<file path="config.mk">
export PLATFORM = sky130hd
export DESIGN_NAME = riscv_fetch_align
export DESIGN_NICKNAME = d
export VERILOG_FILES = /design/src/rtl/riscv_fetch_align.sv
export SDC_FILE = /design/constraint.sdc
export NUM_CORES = 1
export LEC_CHECK = 0
export CAP_MARGIN = 20
export CORE_UTILIZATION = 59
export CTS_BUF_LIST = sky130_fd_sc_hd__clkbuf_4
export DETAILED_ROUTE_END_ITERATION = 6
export PLACE_DENSITY = 0.95
export SLEW_MARGIN = 10
export SYNTH_ARGS = -nofsm -noshare
export SYNTH_HDL_FRONTEND = slang
export SYNTH_SLANG_ARGS = --single-unit
</file>
<file path="constraint.sdc">
create_clock -name clk -period 7.5 [get_ports clk]
set_input_delay 2.25 -clock clk [delete_from_list [all_inputs] [get_ports clk]]
set_output_delay 2.25 -clock clk [all_outputs]
set_load 0.005 [all_outputs]
</file>
<file path="src/rtl/riscv_fetch_align.sv">
// Instruction fetch realignment buffer: turns word-aligned memory reads into
// a stream of complete 16/32-bit instructions, including ones that straddle
// a word boundary, and handles halfword-aligned PC redirects.
module riscv_fetch_align #(
  parameter logic [31:0] PC_RST = 32'h0000_0000
) (
  input  logic        clk,
  input  logic        rst,
  // Instruction memory side
  output logic        if_req,
  output logic [31:0] if_adr,
  input  logic        if_ack,
  input  logic [31:0] if_rdt,
  // Redirect
  input  logic        jmp_vld,
  input  logic [31:0] jmp_adr,
  // Decoder side
  output logic        ins_vld,
  input  logic        ins_rdy,
  output logic [31:0] ins_pc,
  output logic [31:0] ins_dat,
  output logic        ins_cmp
);

  // Halfword FIFO; slot 0 always holds the halfword at ins_pc.
  logic [15:0] slot_q [4];
  logic [15:0] slot_d [4];
  logic [2:0]  cnt_q, cnt_d;
  logic [31:0] pc_q, pc_d;
  logic [31:0] fpc_q, fpc_d;
  logic        skip_q, skip_d;
  logic        pend_q, pend_d;

  logic        is32;
  logic [2:0]  n_in;
  logic [2:0]  n_out;
  logic [2:0]  base;
  logic [3:0]  fill;

  // Present the instruction at the head of the buffer and size this cycle's pop/push.
  always_comb begin
    is32    = (slot_q[0][1:0] == 2'b11);
    ins_vld = is32 ? (cnt_q >= 3'd2) : (cnt_q >= 3'd1);
    ins_cmp = !is32;
    ins_dat = is32 ? {slot_q[1], slot_q[0]} : {16'h0000, slot_q[0]};
    ins_pc  = pc_q;
    n_out   = (ins_vld && ins_rdy) ? (is32 ? 3'd2 : 3'd1) : 3'd0;
    n_in    = pend_q ? (skip_q ? 3'd1 : 3'd2) : 3'd0;
    // Only request when the response is guaranteed to fit after this cycle's traffic.
    fill    = {1'b0, cnt_q} + {1'b0, n_in} + 4'd2;
    if_req  = !rst && !jmp_vld && (fill <= (4'd4 + {1'b0, n_out}));
    if_adr  = fpc_q;
  end

  // Next-state: pop from the head, append the captured response, then let a redirect override.
  always_comb begin
    slot_d = slot_q;
    cnt_d  = cnt_q - n_out + n_in;
    pc_d   = pc_q + {28'h0, n_out, 1'b0};
    fpc_d  = (if_req && if_ack) ? fpc_q + 32'd4 : fpc_q;
    skip_d = pend_q ? 1'b0 : skip_q;
    pend_d = if_req && if_ack;
    base   = cnt_q - n_out;

    case (n_out)
      3'd1:    slot_d = '{slot_q[1], slot_q[2], slot_q[3], slot_q[3]};
      3'd2:    slot_d = '{slot_q[2], slot_q[3], slot_q[2], slot_q[3]};
      default: slot_d = slot_q;
    endcase

    if (pend_q) begin
      for (int i = 0; i < 4; i++) begin
        if (skip_q) begin
          if (3'(i) == base) slot_d[i] = if_rdt[31:16];
        end else begin
          if (3'(i) == base) slot_d[i] = if_rdt[15:0];
          else if (3'(i) == base + 3'd1) slot_d[i] = if_rdt[31:16];
        end
      end
    end

    // Redirect discards buffered and in-flight data; a same-cycle handshake is a no-op.
    if (jmp_vld) begin
      cnt_d  = 3'd0;
      pc_d   = jmp_adr & ~32'd1;
      fpc_d  = jmp_adr & ~32'd3;
      skip_d = jmp_adr[1];
      pend_d = 1'b0;
    end
  end

  // State register with synchronous reset.
  always_ff @(posedge clk) begin
    if (rst) begin
      for (int i = 0; i < 4; i++) slot_q[i] <= 16'h0000;
      cnt_q  <= 3'd0;
      pc_q   <= PC_RST & ~32'd1;
      fpc_q  <= PC_RST & ~32'd3;
      skip_q <= PC_RST[1];
      pend_q <= 1'b0;
    end else begin
      slot_q <= slot_d;
      cnt_q  <= cnt_d;
      pc_q   <= pc_d;
      fpc_q  <= fpc_d;
      skip_q <= skip_d;
      pend_q <= pend_d;
    end
  end

endmodule

</file>
==> insert_results.sql, run 1 <==
INSERT INTO impl_metrics (metric_group, metric, value, unit) VALUES
('clock_network', 'cts.repair.resized', '0', ''),
('timing', 'setup_viol', '0', ''),
('timing', 'timing.final.max_slew_violations', '0', ''),
('timing', 'rsz0062_at_grt', 'no', ''),
('setup_path', 'cp_data_required_time', '5.25', 'ns'),
('clock_network', 'cts-htree-levels', '4', ''),
('power', 'power.clock.fraction', '29.6', '%'),
('final_layout', 'syn_to_final_growth', '20.1', '%'),
('final_layout', 'sequential_cell_area', '0.00260', 'mm^2'),
('worst_hold_path', 'hold_path.class', 'reg2reg', ''),
('die', 'dieHeight', '124', 'um'),
('setup_path', 'critPathMaxStageDelay', '0.53', 'ns'),
('yosys', 'yosysUniqueCellTypes', '71', ''),
('yosys', 'yosysSeqAreaShare', '29.5', '%'),
('route', 'post_drt_via_cell_ratio', '7.09', ''),
('power', 'p_switching', '0.566', 'mW'),
('setup_path', 'peak_fanout_along_the_critical_path', '8', ''),
('clock_network', 'maximum_buffer_depth_of_the_clock_tree', '2', ''),
('timing', 'fmax', '147', 'MHz'),
('yosys', 'syn_avg_cell_area', '7.87', 'um^2'),
('place', 'port_buffers', '163', ''),
('route', 'detail_route.wl_per_cell', '21.3', 'um'),
('global_routing', 'grt_overflow', '0', ''),
('clock_network', 'clk_latency', '0.58', 'ns'),
('power', 'peakVddDrop', '0.107', 'mV'),
('timing', 'timing.slew.headroom', '36.2', '%'),
('die', 'fp.dieW', '124', 'um'),
('setup_path', 'critical_path.startpoint_type', 'input pin', ''),
('route', 'top_layer_used', 'met4', ''),
('power', 'power.share.combinational', '25.1', '%'),
('timing', 'timing.final.crit_period', '6.81', 'ns'),
('die', 'initial_utilization', '60.6', '%'),
('yosys', 'fraction_of_synthesis_flops_using_an_asynchronous_set_or_reset_pin', '0', '%'),
('power', 'share_seq_of_total_power', '45.3', '%'),
('place', 'place.gp.congestion', '0.881', ''),
('yosys', 'synthDominantCellAreaShare', '29.5', '%'),
('final_layout', 'share_of_layout_cells_above_drive_strength_1', '7.16', '%'),
('setup_path', 'crit_family', 'buffers and inverters', ''),
('power', 'p_per_area', '162', 'mW/mm^2'),
('route', 'drt-pass1-iter-count', '7', ''),
('die', 'core', '0.0146', 'mm^2'),
('route', 'drc_errors', '8', ''),
('yosys', 'synthFlopType', 'sky130_fd_sc_hd__dfxtp_1', ''),
('die', 'dieArea', '0.0155', 'mm^2'),
('run', 'maxCapViolations', '0', ''),
('clock_network', 'cts_sinks', '130', ''),
('yosys', 'syn-instance-count', '1122', ''),
('power', 'netSwitchingFraction', '32.9', '%'),
('final_layout', 'final_net_count', '1286', ''),
('route', 'met1_length', '10700', 'um'),
('timing', 'fin_worst_skew', '0.0157', 'ns'),
('global_routing', 'largest_net_degree_at_the_start_of_global_routing', '76', ''),
('clock_network', 'path_clk_slew', '0.11', 'ns'),
('route', 'routed_wl', '29800', 'um'),
('outcome', 'violated_checks', 'DRC', ''),
('clock_network', 'cts_made_buffers', '17', ''),
('yosys', 'ys_ff_latch', '130', ''),
('place', 'place.detailed.hpwl', '19300', 'um'),
('setup_path', 'crit_slowest_cell', 'sky130_fd_sc_hd__clkdlybuf4s50_1', ''),
('final_layout', 'number_of_inserted_filler_cells_in_the_final_layout', '1048', ''),
('yosys', 'syn-cell-area', '0.00883', 'mm^2'),
('clock_network', 'post-cts-setup-buffers', '0', ''),
('timing', 'fin_tns_setup', '0', 'ns'),
('setup_path', 'number_of_buffer_and_inverter_stages_on_the_critical_path', '4', ''),
('timing', 'period_share', '90.8', '%'),
('route', 'routed-via-count', '9927', ''),
('timing', 'max_slew.worst_pin.slew', '0.957', 'ns'),
('outcome', 'status', 'finished, violations left', ''),
('setup_path', 'crit_path_cell_trace', 'clkdlybuf4s50_1, o2111ai_1, buf_4, ha_1, nor2b_1, o21ai_1, buf_4, and3_1, clkdlybuf4s50_1', ''),
('global_routing', 'gr-usage-all-layers', '37.4', '%'),
('power', 'p_leak', '3.78', 'nW');
[cell usage in the layout, fill, tap and decap left out, types with 12 or more instances in the layout]
master,n
sky130_fd_sc_hd__nand2_1,97
sky130_fd_sc_hd__xnor2_1,27
sky130_fd_sc_hd__nor2_1,77
sky130_fd_sc_hd__nor3_1,13
sky130_fd_sc_hd__clkdlybuf4s50_1,162
sky130_fd_sc_hd__a22o_1,18
sky130_fd_sc_hd__buf_4,22
sky130_fd_sc_hd__a211oi_1,30
sky130_fd_sc_hd__clkbuf_4,19
sky130_fd_sc_hd__a31oi_1,23
sky130_fd_sc_hd__o22ai_1,31
sky130_fd_sc_hd__o21ai_0,66
sky130_fd_sc_hd__or3_1,12
sky130_fd_sc_hd__a32o_1,30
sky130_fd_sc_hd__nand3_1,43
sky130_fd_sc_hd__o221ai_1,17
sky130_fd_sc_hd__and3_1,26
sky130_fd_sc_hd__inv_1,26
sky130_fd_sc_hd__a21oi_1,80
sky130_fd_sc_hd__mux2i_1,63
sky130_fd_sc_hd__dfxtp_1,129
sky130_fd_sc_hd__a221oi_1,30
[cell families (layout without fill, tap and decap cells)]
| group | after synthesis | count (layout) | synth area share (%) |
|---|---|---|---|
| AOI/OAI and AO/OA | 380 | 380 | 29.2 |
| and+or+nand+nor | 339 | 339 | 20.2 |
| buffers and inverters | 158 | 249 | 7.83 |
| DFF | 130 | 130 | 29.5 |
| muxes | 64 | 64 | 7.27 |
| xor gates and xnor gates | 35 | 35 | 3.55 |
| adders and majority gates | 15 | 15 | 2.46 |
| other | 1 | 5 | 0.0424 |
[synthesized netlist by cell type, types with 5 or more instances]
cell and instances:
sky130_fd_sc_hd__o22ai_1 31, sky130_fd_sc_hd__nor3_1 13, sky130_fd_sc_hd__nor2b_1 5, sky130_fd_sc_hd__nor2_1 77, sky130_fd_sc_hd__or3_1 12, sky130_fd_sc_hd__and3_1 26, sky130_fd_sc_hd__nand3_1 43, sky130_fd_sc_hd__a31oi_1 23
sky130_fd_sc_hd__o221ai_1 17, sky130_fd_sc_hd__a21boi_0 9, sky130_fd_sc_hd__a22o_1 18, sky130_fd_sc_hd__and2_1 7, sky130_fd_sc_hd__nand2_1 97, sky130_fd_sc_hd__o21ai_1 11, sky130_fd_sc_hd__o211ai_1 9, sky130_fd_sc_hd__clkbuf_1 88
sky130_fd_sc_hd__buf_4 20, sky130_fd_sc_hd__xor2_1 7, sky130_fd_sc_hd__inv_1 28, sky130_fd_sc_hd__mux2i_1 63, sky130_fd_sc_hd__nor4_2 6, sky130_fd_sc_hd__ha_1 11, sky130_fd_sc_hd__o21ai_0 66, sky130_fd_sc_hd__xnor2_1 27
sky130_fd_sc_hd__a32o_1 30, sky130_fd_sc_hd__nand4_1 10, sky130_fd_sc_hd__buf_2 13, sky130_fd_sc_hd__or4_1 7, sky130_fd_sc_hd__a21oi_1 80, sky130_fd_sc_hd__and4_1 5, sky130_fd_sc_hd__a211oi_1 30, sky130_fd_sc_hd__a221oi_1 30
sky130_fd_sc_hd__dfxtp_1 130
[stage by stage]
step | setup WS, ns | instance area (um^2) | cells | total power, mW | util, %
after floorplan | 1.48 | 8840 | 1124 | 1.04 | -
after global placement | 0.727 | 10300 | 1367 | 1.19 | 70.7
after detailed placement | 0.716 | 10300 | 1367 | 1.21 | 70.7
after CTS | 0.699 | 10600 | 1399 | 1.70 | 72.7
after global routing | 0.605 | 10600 | 1400 | 1.78 | 72.7
final | 0.689 | 10600 | 1401 | 1.72 | 72.7
[flip-flops by register name, summed over array words and instances, names as in the netlist]
register  cells
cnt_q         3
if_adr       30
ins_pc       31
pend_q        1
skip_q        1
slot_q       64
[power by group through the flow]
stage,registers [mW],clock network [mW],logic (mW)
after global placement,0.789,0,0.403
final,0.778,0.510,0.431
after floorplan,0.777,0,0.259
after detailed placement,0.790,0,0.416
after global routing,0.783,0.534,0.459
after CTS,0.776,0.507,0.419
[worst paths after layout]
check          endpoint  cells after the start  startpoint  slack [ns]
max reg2reg  slot_q[41]                     13  slot_q[48]        2.88
max              if_req                      9     ins_rdy        0.69
min reg2reg  slot_q[11]                      2  slot_q[11]        0.53
min          slot_q[11]                      2  slot_q[11]        0.53
[worst reg2reg max path, cell delays in order, from the launching register on]
cell and delay, ns:
sky130_fd_sc_hd__dfxtp_1 0.63, sky130_fd_sc_hd__a21oi_2 0.31, sky130_fd_sc_hd__buf_4 0.37, sky130_fd_sc_hd__ha_1 0.23, sky130_fd_sc_hd__inv_1 0.05, sky130_fd_sc_hd__fa_1 0.40, sky130_fd_sc_hd__xnor2_2 0.39, sky130_fd_sc_hd__inv_2 0.16
sky130_fd_sc_hd__ha_1 0.39, sky130_fd_sc_hd__and3_1 0.17, sky130_fd_sc_hd__buf_4 0.26, sky130_fd_sc_hd__and2_1 0.66, sky130_fd_sc_hd__o21ai_0 0.22, sky130_fd_sc_hd__a32o_1 0.28
[final cells by class]
class	instances	area share, %
sequential	130	24.5
clock buffer	19	1.34
tap	184	2.17
clock inverter	13	1.34
antenna	2	0.0472
multi-input combinational	836	52.5
timing repair buffer	185	16.9
inverter	32	1.13
[metal layers]
layer | vias to the layer above | global-route usage [%]
li1 | 4356 | -
met1 | 4583 | 44.4
met2 | 794 | 57.8
met3 | 194 | 10.6
met4 | 0 | 27.1
met5 | - | 0
(Power assumes the default switching activity.)
==> run 2: changes to the inputs <==
CAP_MARGIN = 10   (was 20)
PLACE_DENSITY = 0.9   (was 0.95)
==> run 2 against run 1 <==
  * The flow now finishes without violations
  * Hold slack got worse by 0.028 ns
  * Critical endpoint unchanged
  * Worst setup slack gained 0.12 ns
  * Sequential power is essentially flat
  * Clock power decreased by 6.1%
  * Combinational power shrank 0.9%
  * Non-clock buffer count fell by 2
  * Count of clock-buffer cells in the layout rose by 3
  * Sequential cell count stayed put
  * Via count is 3.5% lower
  * Core utilization shrank 0.29 points
  * Design area decreased by 0.40%
  * Critical path type unchanged
==> insert_results.sql, run 2 (synthesis gave the netlist of run 1 again) <==
INSERT INTO impl_metrics (metric_group, metric, value, unit) VALUES
('timing', 'timing.final.crit_period', '6.69', 'ns'),
('outcome', 'status', 'completed', ''),
('die', 'io_pins', '168', ''),
('setup_path', 'critical_setup_path_kind', 'in2out', ''),
('timing', 'period_share', '89.3', '%'),
('global_routing', 'globalRouteMet2Util', '60.4', '%'),
('timing', 'setup_viol', '0', ''),
('clock_network', 'maximum_buffer_depth_of_the_clock_tree', '2', ''),
('power', 'p_leak', '3.77', 'nW'),
('power', 'p_per_area', '159', 'mW/mm^2'),
('global_routing', 'wire_length_of_the_first_global_routing_pass', '46400', 'um'),
('setup_path', 'crit_path_end_kind', 'output pin', ''),
('die', 'dieHeight', '124', 'um'),
('power', 'p_switching', '0.555', 'mW'),
('setup_path', 'cp_data_required_time', '5.25', 'ns'),
('final_layout', 'syn_to_final_growth', '19.6', '%'),
('timing', 'finalHoldViolCount', '0', ''),
('clock_network', 'cts.repair.resized', '0', ''),
('final_layout', 'final_common_cell', 'sky130_fd_sc_hd__clkdlybuf4s50_1', ''),
('setup_path', 'critical_path.startpoint_type', 'input pin', ''),
('route', 'drt-pass1-iter-count', '7', ''),
('clock_network', 'clk_latency', '0.59', 'ns'),
('final_layout', 'final_net_count', '1284', ''),
('die', 'fp.dieW', '124', 'um'),
('run', 'maxCapViolations', '0', ''),
('clock_network', 'tritoncts', 'done', ''),
('global_routing', 'grt_util_met1', '43.5', '%'),
('final_layout', 'number_of_inserted_filler_cells_in_the_final_layout', '1090', ''),
('power', 'share_seq_of_total_power', '46.2', '%'),
('final_layout', 'largest_register_ffs', '64', ''),
('route', 'drc_errors', '0', ''),
('power', 'internal-power', '1.13', 'mW'),
('global_routing', 'gr-usage-all-layers', '36.9', '%'),
('place', 'place_area', '0.0103', 'mm^2'),
('route', 'post_drt_via_cell_ratio', '6.86', ''),
('die', 'placement_rows', '44', ''),
('power', 'peakVddDrop', '0.0983', 'mV'),
('global_routing', 'number_of_antenna_violations_at_the_first_check_in_global_routing', '2', ''),
('power', 'netSwitchingFraction', '33.0', '%'),
('global_routing', 'first_global_vias', '9182', ''),
('global_routing', 'groute.layer.met3.usage', '9.79', '%'),
('clock_network', 'holdBufCountCts', '0', ''),
('route', 'detail_route.wl_per_cell', '20.8', 'um'),
('global_routing', 'largest_net_degree_at_the_start_of_global_routing', '76', ''),
('timing', 'timing.slew.headroom', '34.4', '%'),
('clock_network', 'cts_root_buf', 'sky130_fd_sc_hd__clkbuf_4', ''),
('final_layout', 'largest-register', 'slot_q', ''),
('final_layout', 'layout_common_cells', 'sky130_fd_sc_hd__clkdlybuf4s50_1 (162), sky130_fd_sc_hd__dfxtp_1 (129), sky130_fd_sc_hd__nand2_1 (96)', ''),
('setup_path', 'arrival', '4.44', 'ns'),
('route', 'routed_wl', '29000', 'um'),
('timing', 'fin_worst_skew', '0.0197', 'ns'),
('final_layout', 'layout.cell_area.non_filler', '0.0106', 'mm^2'),
('place', 'port_buffers', '163', ''),
('place', 'place.detailed.hpwl', '18700', 'um'),
('final_layout', 'share_of_layout_cells_above_drive_strength_1', '7.18', '%'),
('route', 'routed-via-count', '9578', ''),
('timing', 'timing.final.max_slew_violations', '0', ''),
('die', 'core', '0.0146', 'mm^2'),
('clock_network', 'cts-htree-levels', '4', ''),
('setup_path', 'peak_fanout_along_the_critical_path', '8', ''),
('clock_network', 'path_clk_slew', '0.10', 'ns'),
('die', 'initial_utilization', '60.6', '%'),
('worst_hold_path', 'hold_path.class', 'reg2reg', ''),
('clock_network', 'cts_made_buffers', '17', ''),
('timing', 'max_slew.worst_pin.slew', '0.982', 'ns'),
('timing', 'rsz0062_at_grt', 'no', ''),
('global_routing', 'grt_overflow', '0', ''),
('timing', 'fin_tns_setup', '0', 'ns'),
('clock_network', 'post-cts-setup-buffers', '0', ''),
('power', 'power.share.combinational', '25.4', '%'),
('die', 'dieArea', '0.0155', 'mm^2'),
('power', 'power.clock.fraction', '28.4', '%'),
('route', 'antenna_left', '0', ''),
('route', 'drtIter0Drc', '1189', ''),
('global_routing', 'busiest_layer', 'met2', ''),
('timing', 'fmax', '149', 'MHz'),
('place', 'place.gp.congestion', '0.896', ''),
('clock_network', 'cts_sinks', '130', '');
[run 2: final cells by class]
class	instances	area [um^2]	share of cell area [%]
multi-input cells	836	5580	52.8
well taps	184	230	2.18
clock buffers	22	165	1.56
repair buffers	183	1780	16.8
flip-flops and latches	130	2600	24.6
clock inverters	9	90.1	0.853
inverters	32	120	1.14
diodes	1	2.50	0.0237
[run 2: critical path, cell delays in order]
cell                              delay (ns)
sky130_fd_sc_hd__clkdlybuf4s50_1        0.53
sky130_fd_sc_hd__o2111ai_1              0.15
sky130_fd_sc_hd__ha_1                   0.37
sky130_fd_sc_hd__nor2b_1                0.15
sky130_fd_sc_hd__o21ai_1                0.14
sky130_fd_sc_hd__buf_4                  0.19
sky130_fd_sc_hd__and3_1                 0.18
sky130_fd_sc_hd__clkdlybuf4s50_1        0.50
[run 2: path summary, 6_finish.rpt]
| check | slack (ns) | startpoint | endpoint | cells past startpoint |
|---|---|---|---|---|
| min reg2reg | 0.50 | if_adr[3] | if_adr[3] | 2 |
| max | 0.81 | ins_rdy | if_req | 8 |
| min | 0.50 | if_adr[3] | if_adr[3] | 2 |
| max reg2reg | 2.83 | slot_q[48] | slot_q[43] | 13 |
[run 2: per-layer routing]
layer / routed length [um] / part of all wire, %
met2: 13600 / 47
met5: 12 / 0.041
met1: 10500 / 36
met3: 3530 / 12
met4: 1280 / 4.4
[run 2: per-stage QoR]
step	std cells	setup slack [ns]	hold slack (ns)	power (mW)	util, %
6_report	1397	0.805	0.499	1.68	72.4
5_1_grt	1397	0.719	0.525	1.75	72.4
4_1_cts	1396	0.802	0.499	1.66	72.4
3_5_place_dp	1365	0.816	0.484	1.20	70.7
3_3_place_gp	1365	0.830	0.471	1.20	70.7
2_1_floorplan	1124	1.48	0.470	1.04	-
[run 2: power groups by stage]
stage	combinational [mW]	clock (mW)	sequential, mW
after floorplan	0.259	0	0.777
after global placement	0.405	0	0.790
after detailed placement	0.413	0	0.791
after CTS	0.416	0.471	0.776
after global routing	0.460	0.504	0.783
final	0.427	0.479	0.778
